**config.mk**
```make
export PLATFORM = sky130hd
export DESIGN_NAME = shim_trigger_ts_reader_flat
export DESIGN_NICKNAME = d
export VERILOG_FILES = /design/src/rtl/shim_trigger_pkg.sv /design/src/rtl/shim_trigger_ts_reader_if.sv /design/src/rtl/shim_ts_delta.sv /design/src/rtl/shim_trigger_ts_reader.sv /design/src/flat_wrapper.sv
export SDC_FILE = /design/constraint.sdc
export NUM_CORES = 1
export LEC_CHECK = 0
export CORE_ASPECT_RATIO = 0.7
export CORE_MARGIN = 2
export CORE_UTILIZATION = 35
export DETAILED_ROUTE_END_ITERATION = 7
export PLACE_DENSITY = 0.6
export SYNTH_ARGS = -nofsm -noshare
export SYNTH_HDL_FRONTEND = slang
export SYNTH_SLANG_ARGS = --single-unit
```
**constraint.sdc**
```tcl
create_clock -name clk -period 18.9 [get_ports clk]
set_clock_uncertainty 0.15 [all_clocks]
set_input_delay 3.78 -clock clk [delete_from_list [all_inputs] [get_ports clk]]
set_output_delay 3.78 -clock clk [all_outputs]
set_load 0.1 [all_outputs]
```
**src/rtl/shim_trigger_pkg.sv**
```systemverilog
// Shared definitions for the trigger core and its timestamp reader:
// FIFO/timestamp widths, lockout constant, reader FSM encoding and helpers.
package shim_trigger_pkg;

  localparam int FIFO_WORD_W      = 32;
  localparam int TS_W             = 64;
  localparam int TRIG_COUNT_W     = 32;
  // Minimum cycles between triggers on the writer side; the reader needs
  // exactly this many cycles per timestamp, so the FIFO cannot grow.
  localparam int TRIG_LOCKOUT_MIN = 4;

  // Reader FSM encoding (kept as plain constants for legacy tools).
  typedef logic [2:0] state_t;
  localparam state_t S_LO      = 3'd0;
  localparam state_t S_LO_CAP  = 3'd1;
  localparam state_t S_HI_WAIT = 3'd2;
  localparam state_t S_HI_CAP  = 3'd3;
  localparam state_t S_OUT     = 3'd4;
  localparam state_t S_ERROR   = 3'd5;

  // Saturating increment for the trigger counter.
  function automatic logic [TRIG_COUNT_W-1:0] sat_inc(input logic [TRIG_COUNT_W-1:0] v);
    if (v == {TRIG_COUNT_W{1'b1}}) begin
      return v;
    end else begin
      return v + TRIG_COUNT_W'(1);
    end
  endfunction

endpackage

```
**src/rtl/shim_trigger_ts_reader_if.sv**
```systemverilog
// Timestamp output stream: valid/ready handshake plus payload and count.
interface shim_trigger_ts_reader_if #(
  parameter int DELTA_WIDTH = 32
);
  import shim_trigger_pkg::*;

  logic                    ts_valid;
  logic                    ts_ready;
  logic [TS_W-1:0]         ts;
  logic [DELTA_WIDTH-1:0]  ts_delta;
  logic                    ts_first;
  logic [TRIG_COUNT_W-1:0] trig_count;

  modport master (
    output ts_valid, ts, ts_delta, ts_first, trig_count,
    input  ts_ready
  );

  modport slave (
    input  ts_valid, ts, ts_delta, ts_first, trig_count,
    output ts_ready
  );

endinterface

```
**src/rtl/shim_ts_delta.sv**
```systemverilog
// Registered interval computation: cur - prev, clamped to the delta width,
// forced to zero for the first timestamp or when time runs backwards.
// A one-cycle order pulse flags the backwards case.
module shim_ts_delta
  import shim_trigger_pkg::*;
#(
  parameter int DELTA_WIDTH = 32
) (
  input  logic                   clk,
  input  logic                   rst,
  input  logic                   en,
  input  logic                   first,
  input  logic [TS_W-1:0]        cur,
  input  logic [TS_W-1:0]        prev,
  output logic [DELTA_WIDTH-1:0] delta,
  output logic                   order_pulse
);

  localparam logic [TS_W-1:0] DELTA_MAX = {TS_W{1'b1}} >> (TS_W - DELTA_WIDTH);

  logic [TS_W-1:0] diff;
  logic [TS_W-1:0] clamped;
  logic            behind;

  // Difference, ordering and saturation of the candidate timestamp.
  always_comb begin
    diff   = cur - prev;
    behind = (cur < prev);
    if (first || behind) begin
      clamped = {TS_W{1'b0}};
    end else if (diff > DELTA_MAX) begin
      clamped = DELTA_MAX;
    end else begin
      clamped = diff;
    end
  end

  // Register the delta alongside the timestamp capture.
  always_ff @(posedge clk or posedge rst) begin
    if (rst) begin
      delta       <= {DELTA_WIDTH{1'b0}};
      order_pulse <= 1'b0;
    end else begin
      order_pulse <= en && !first && behind;
      if (en) begin
        delta <= clamped[DELTA_WIDTH-1:0];
      end
    end
  end

endmodule

```
**src/rtl/shim_trigger_ts_reader.sv**
```systemverilog
// Drains the non-FWFT trigger timestamp FIFO, pairs low/high words into a
// 64-bit timestamp and presents it with interval, first flag and count.
module shim_trigger_ts_reader
  import shim_trigger_pkg::*;
#(
  parameter int PAIR_TIMEOUT = 16,
  parameter int DELTA_WIDTH  = 32
) (
  input  logic                   clk,
  input  logic                   rst,
  output logic                   data_word_rd_en,
  input  logic [FIFO_WORD_W-1:0] data_word,
  input  logic                   data_buf_empty,
  input  logic                   flush,
  shim_trigger_ts_reader_if.master ts_out,
  output logic                   pair_timeout,
  output logic                   order_err
);

  localparam int TMR_W = (PAIR_TIMEOUT < 2) ? 1 : $clog2(PAIR_TIMEOUT);
  localparam logic [TMR_W-1:0] TMR_LAST = TMR_W'(PAIR_TIMEOUT - 1);

  state_t                  state;
  state_t                  state_nxt;
  logic                    rd_en;
  logic [TMR_W-1:0]        timer;
  logic [FIFO_WORD_W-1:0]  lo_word;
  logic [TS_W-1:0]         ts_reg;
  logic                    ts_first_reg;
  logic                    first_pend;
  logic [TS_W-1:0]         prev_ts;
  logic [TRIG_COUNT_W-1:0] trig_count;
  logic [DELTA_WIDTH-1:0]  delta;
  logic                    order_pulse;
  logic                    hs;
  logic                    hi_cap;
  logic                    hi_expire;

  assign hs        = (state == S_OUT) && ts_out.ts_ready && !flush;
  assign hi_cap    = (state == S_HI_CAP) && !flush;
  assign hi_expire = (state == S_HI_WAIT) && data_buf_empty && (timer == TMR_LAST);

  // Next-state and read-strobe decode; flush overrides everything.
  always_comb begin
    state_nxt = state;
    rd_en     = 1'b0;
    if (flush) begin
      state_nxt = S_LO;
    end else begin
      case (state)
        S_LO: begin
          if (!data_buf_empty) begin
            rd_en     = 1'b1;
            state_nxt = S_LO_CAP;
          end else begin
            state_nxt = S_LO;
          end
        end
        S_LO_CAP: begin
          if (!data_buf_empty) begin
            rd_en     = 1'b1;
            state_nxt = S_HI_CAP;
          end else begin
            state_nxt = S_HI_WAIT;
          end
        end
        S_HI_WAIT: begin
          if (!data_buf_empty) begin
            rd_en     = 1'b1;
            state_nxt = S_HI_CAP;
          end else if (timer == TMR_LAST) begin
            state_nxt = S_ERROR;
          end else begin
            state_nxt = S_HI_WAIT;
          end
        end
        S_HI_CAP: state_nxt = S_OUT;
        S_OUT: begin
          if (ts_out.ts_ready) begin
            state_nxt = S_LO;
          end else begin
            state_nxt = S_OUT;
          end
        end
        S_ERROR:  state_nxt = S_ERROR;
        default:  state_nxt = S_LO;
      endcase
    end
  end

  assign data_word_rd_en = rd_en;

  // FSM state register.
  always_ff @(posedge clk or posedge rst) begin
    if (rst) begin
      state <= S_LO;
    end else begin
      state <= state_nxt;
    end
  end

  // High-word wait timer, restarted whenever a low word is captured.
  always_ff @(posedge clk or posedge rst) begin
    if (rst) begin
      timer <= {TMR_W{1'b0}};
    end else if (flush || (state == S_LO_CAP)) begin
      timer <= {TMR_W{1'b0}};
    end else if ((state == S_HI_WAIT) && data_buf_empty) begin
      timer <= timer + TMR_W'(1);
    end
  end

  // Low word capture; the FIFO data is valid the cycle after the strobe.
  always_ff @(posedge clk or posedge rst) begin
    if (rst) begin
      lo_word <= {FIFO_WORD_W{1'b0}};
    end else if (!flush && (state == S_LO_CAP)) begin
      lo_word <= data_word;
    end
  end

  // Timestamp and first-flag output registers, loaded with the high word.
  always_ff @(posedge clk or posedge rst) begin
    if (rst) begin
      ts_reg       <= {TS_W{1'b0}};
      ts_first_reg <= 1'b1;
    end else if (hi_cap) begin
      ts_reg       <= {data_word, lo_word};
      ts_first_reg <= first_pend;
    end
  end

  // Delivery history: previous timestamp, first flag and accepted count.
  always_ff @(posedge clk or posedge rst) begin
    if (rst) begin
      prev_ts    <= {TS_W{1'b0}};
      first_pend <= 1'b1;
      trig_count <= {TRIG_COUNT_W{1'b0}};
    end else if (flush) begin
      prev_ts    <= {TS_W{1'b0}};
      first_pend <= 1'b1;
      trig_count <= {TRIG_COUNT_W{1'b0}};
    end else if (hs) begin
      prev_ts    <= ts_reg;
      first_pend <= 1'b0;
      trig_count <= sat_inc(trig_count);
    end
  end

  // Sticky error flags, cleared only by flush or reset.
  always_ff @(posedge clk or posedge rst) begin
    if (rst) begin
      pair_timeout <= 1'b0;
      order_err    <= 1'b0;
    end else if (flush) begin
      pair_timeout <= 1'b0;
      order_err    <= 1'b0;
    end else begin
      if (hi_expire) begin
        pair_timeout <= 1'b1;
      end
      if (order_pulse) begin
        order_err <= 1'b1;
      end
    end
  end

  shim_ts_delta #(
    .DELTA_WIDTH(DELTA_WIDTH)
  ) u_delta (
    .clk         (clk),
    .rst         (rst),
    .en          (hi_cap),
    .first       (first_pend),
    .cur         ({data_word, lo_word}),
    .prev        (prev_ts),
    .delta       (delta),
    .order_pulse (order_pulse)
  );

  assign ts_out.ts_valid   = (state == S_OUT);
  assign ts_out.ts         = ts_reg;
  assign ts_out.ts_delta   = delta;
  assign ts_out.ts_first   = ts_first_reg;
  assign ts_out.trig_count = trig_count;

endmodule

```
**src/flat_wrapper.sv**
```systemverilog
// flat-port wrapper written by rule: the top's interface ports become plain ports
module shim_trigger_ts_reader_flat import shim_trigger_pkg::*;
#(
  parameter int PAIR_TIMEOUT = 16,
  parameter int DELTA_WIDTH  = 32
)
  (clk, rst, data_word_rd_en, data_word, data_buf_empty, flush, pair_timeout, order_err, ts_out_ts_valid, ts_out_ts, ts_out_ts_delta, ts_out_ts_first, ts_out_trig_count, ts_out_ts_ready);
  shim_trigger_ts_reader_if #(.DELTA_WIDTH(DELTA_WIDTH)) ts_out_i ();
  input  logic clk;
  input  logic rst;
  output logic data_word_rd_en;
  input  logic [FIFO_WORD_W-1:0] data_word;
  input  logic data_buf_empty;
  input  logic flush;
  output logic pair_timeout;
  output logic order_err;
  output wire logic [$bits(ts_out_i.ts_valid)-1:0] ts_out_ts_valid;
  output wire logic [$bits(ts_out_i.ts)-1:0] ts_out_ts;
  output wire logic [$bits(ts_out_i.ts_delta)-1:0] ts_out_ts_delta;
  output wire logic [$bits(ts_out_i.ts_first)-1:0] ts_out_ts_first;
  output wire logic [$bits(ts_out_i.trig_count)-1:0] ts_out_trig_count;
  input wire logic [$bits(ts_out_i.ts_ready)-1:0] ts_out_ts_ready;
  assign ts_out_ts_valid = ts_out_i.ts_valid;
  assign ts_out_ts = ts_out_i.ts;
  assign ts_out_ts_delta = ts_out_i.ts_delta;
  assign ts_out_ts_first = ts_out_i.ts_first;
  assign ts_out_trig_count = ts_out_i.trig_count;
  assign ts_out_i.ts_ready = ts_out_ts_ready;
  shim_trigger_ts_reader #(.PAIR_TIMEOUT(PAIR_TIMEOUT), .DELTA_WIDTH(DELTA_WIDTH)) u_core (.clk(clk), .rst(rst), .data_word_rd_en(data_word_rd_en), .data_word(data_word), .data_buf_empty(data_buf_empty), .flush(flush), .ts_out(ts_out_i), .pair_timeout(pair_timeout), .order_err(order_err));
endmodule
```
==> impl_metrics.toml <==
[run_status]
status = "complete, no violations"

[cts]
clk_latency_ns = 0.56
path_clk_slew_ns = 0.06
post_cts_resize_count = 0
clk_path_buf_depth = 3
h-tree-depth = 1
clock-sinks = 236
cts_root_buf = "clkbuf_16"
cts_tree = "done"
holdBufCountCts = 0
postCtsSetupBuffers = 0
cts_made_buffers = 27

[yosys]
ys_ff_latch = 236
synthArstFlopShare_pct = 100.0
yosysUniqueCellTypes = 90
yosys_warnings = 0
synth_edf_count = 0
seq_area_frac_synth_pct = 40.57
avgSynthCellArea_sq_um = 8.266
syn_inst = 1762
syn_nets = 1866
syn_area_sq_um = 14560
ys.flop_type = "dfrtp_1"

[floorplanning]
pin_count = 170
die_y_um = 174.7
rows = 62
start_util_pct = 35.49
coreArea_sq_um = 41040
die-area_sq_um = 43290
die_w_um = 247.8

[route]
drc = 0
drtAntennaViolNets = 0
routed_wl_um = 50830
drt_first_pass_iters = 5
vias_per_cell = 5.508
route.vias.total = 13430
drtIter0Drc = 1254
wl_per_cell_um = 20.85

[critical_path]
cp-startpoint = "data_buf_empty"
cp_max_fo = 3
r2r_end = "u_core.u_delta.delta[1]"
crit_path_start_kind = "input pin"
worstSetupPathType = "input pin to primary output"
cp_data_required_time_ns = 14.97
reg2regPathDepth = 13
cp-endpoint = "data_word_rd_en"
end_kind = "primary output"
r2r_start = "u_core.lo_word[20]"
cp.arrival_ns = 5.81
r2r_slack_ns = 14.22

[power]
power.total_mw = 2.002
ir_worst_vdd_v = 0.00009605
leakagePower_nw = 7.165
p_per_area_nw_per_um2 = 114.7

[place]
place.detailed.hpwl_um = 38690
dp_cells = 2387
io_buffers = 169
placed_cell_area_sq_um = 16600
finalWeightedCongestion = 1.043

[layout]
syn_to_final_growth_pct = 19.84
stdcell_count = 2438
fin_area_sq_um = 17450
final_util_pct = 42.53
num-nets-final = 1976
n_fill_cell = 4116
layout-drive-gt1-share_pct = 6.550

[grt]
grt_pass1_vias = 12840
track_usage_pct = 23.39
gr-total-overflow = 0
grt_pass1_wl_um = 77970
grt_max_degree = 119
antenna_found_initial = 2

[sta]
finalMaxSlewViolations = 0
tns_ns = 0
hold_viol = 0
rsz0062_at_grt = "no"
tightest_slew_ns = 1.043
post-route-period-util_pct = 51.56
setup_viol = 0
slew_headroom_pct = 30.25
period_minus_slack_ns = 9.745
clock.fmax_mhz = 102.6

[run]
cap_viol_max_count = 0

[worst_hold_path]
min_path_type = "flip-flop to flip-flop"
==> worst min path at each step <==
stage / from / end / depth (start not counted)
final: u_core.first_pend / u_core.ts_out.ts_first / 2
after global routing: u_core.u_delta.order_pulse / u_core.order_err / 2
after CTS: u_core.ts_out.ts_first / u_core.ts_out.ts_first / 2
after detailed placement: u_core.ts_out.ts_first / u_core.ts_out.ts_first / 2
after global placement: u_core.ts_out.ts_first / u_core.ts_out.ts_first / 2
after floorplan: u_core.u_delta.order_pulse / u_core.order_err / 2
==> metal layers <==
metal | track usage, % | part of all wire, % | wire (um) | vias up
li1 | - | - | - | 6361
met1 | 37.33 | 51 | 25850 | 6600
met2 | 32.57 | 41 | 20900 | 411
met3 | 4.562 | 6.5 | 3288 | 57
met4 | 3.767 | 1.6 | 800 | 0
met5 | 0 | 0 | 0 | -
==> worst max-delay path, cell delays in order <==
cell	delay (ns)
clkdlybuf4s50_1	0.45
nor4_1	0.37
clkdlybuf4s50_1	1.20
==> area by class of cell <==
type                            count  area, sq um  area share, %
Clock buffer                       37        713.2          4.086
Sequential cell                   236         5908          33.85
Antenna cell                        1        2.502        0.01434
Multi-Input combinational cell   1339         7901          45.27
Timing Repair Buffer              180         1772          10.15
Inverter                           88        337.8          1.936
Clock inverter                     13        137.6         0.7886
Tap cell                          544        680.7          3.900
==> kinds of logic after synthesis <==
kind of cell    after synthesis  share of synthesized area (%)
simple gates                713                          21.81
compound gates              458                          19.81
flops                       236                          40.57
buf+inv                     187                          5.326
fa+ha+maj                    67                          5.808
xor+xnor                     63                          3.789
mux                          38                          2.887
==> metrics by stage <==
| step | hold slack [ns] | worst slack [ns] |
|---|---|---|
| 2_1_floorplan | 0.2915 | 7.960 |
| 3_3_place_gp | 0.3015 | 9.194 |
| 3_5_place_dp | 0.3052 | 9.175 |
| 4_1_cts | 0.3152 | 9.159 |
| 5_1_grt | 0.3312 | 9.108 |
| 6_report | 0.3135 | 9.155 |
==> synth_stat cells (all sizes together), types with 33 or more instances <==
cell type | instances | share of area, %
nand4 | 40 | 1.7
buf | 42 | 1.6
ha | 66 | 5.7
clkbuf | 57 | 1.5
nor2 | 109 | 2.8
inv | 88 | 2.3
xnor2 | 33 | 2.0
nand2 | 427 | 11
a21oi | 168 | 5.8
o21ai | 108 | 3.7
dfrtp | 234 | 40
a22oi | 34 | 1.8
==> layout by cell type (no fill, tap or decap), types with 25 or more instances in the layout <==
cell type | netlist | routed
clkdlybuf4s50_1 | 0 | 168
a21oi_1 | 167 | 167
xor2_1 | 30 | 30
ha_1 | 66 | 66
nand3_1 | 29 | 29
a21o_1 | 25 | 25
o21ai_1 | 45 | 44
inv_1 | 88 | 87
dfrtp_1 | 234 | 234
nand4_1 | 40 | 40
mux2_2 | 32 | 32
xnor2_1 | 33 | 33
o21ai_0 | 62 | 62
a22oi_1 | 33 | 33
clkbuf_16 | 0 | 27
nand2_1 | 427 | 425
nor2_1 | 108 | 108
==> power by group <==
| part | total [mW] | leakage [nW] | switching (mW) | internal, mW |
|---|---|---|---|---|
| clock network | 0.514 | 0.406 | 0.220 | 0.294 |
| logic | 0.851 | 3.61 | 0.630 | 0.221 |
| registers | 0.638 | 3.15 | 0.0692 | 0.568 |
| total | 2.00 | 7.16 | 0.920 | 1.08 |
Power figures use the tool's default switching activity.
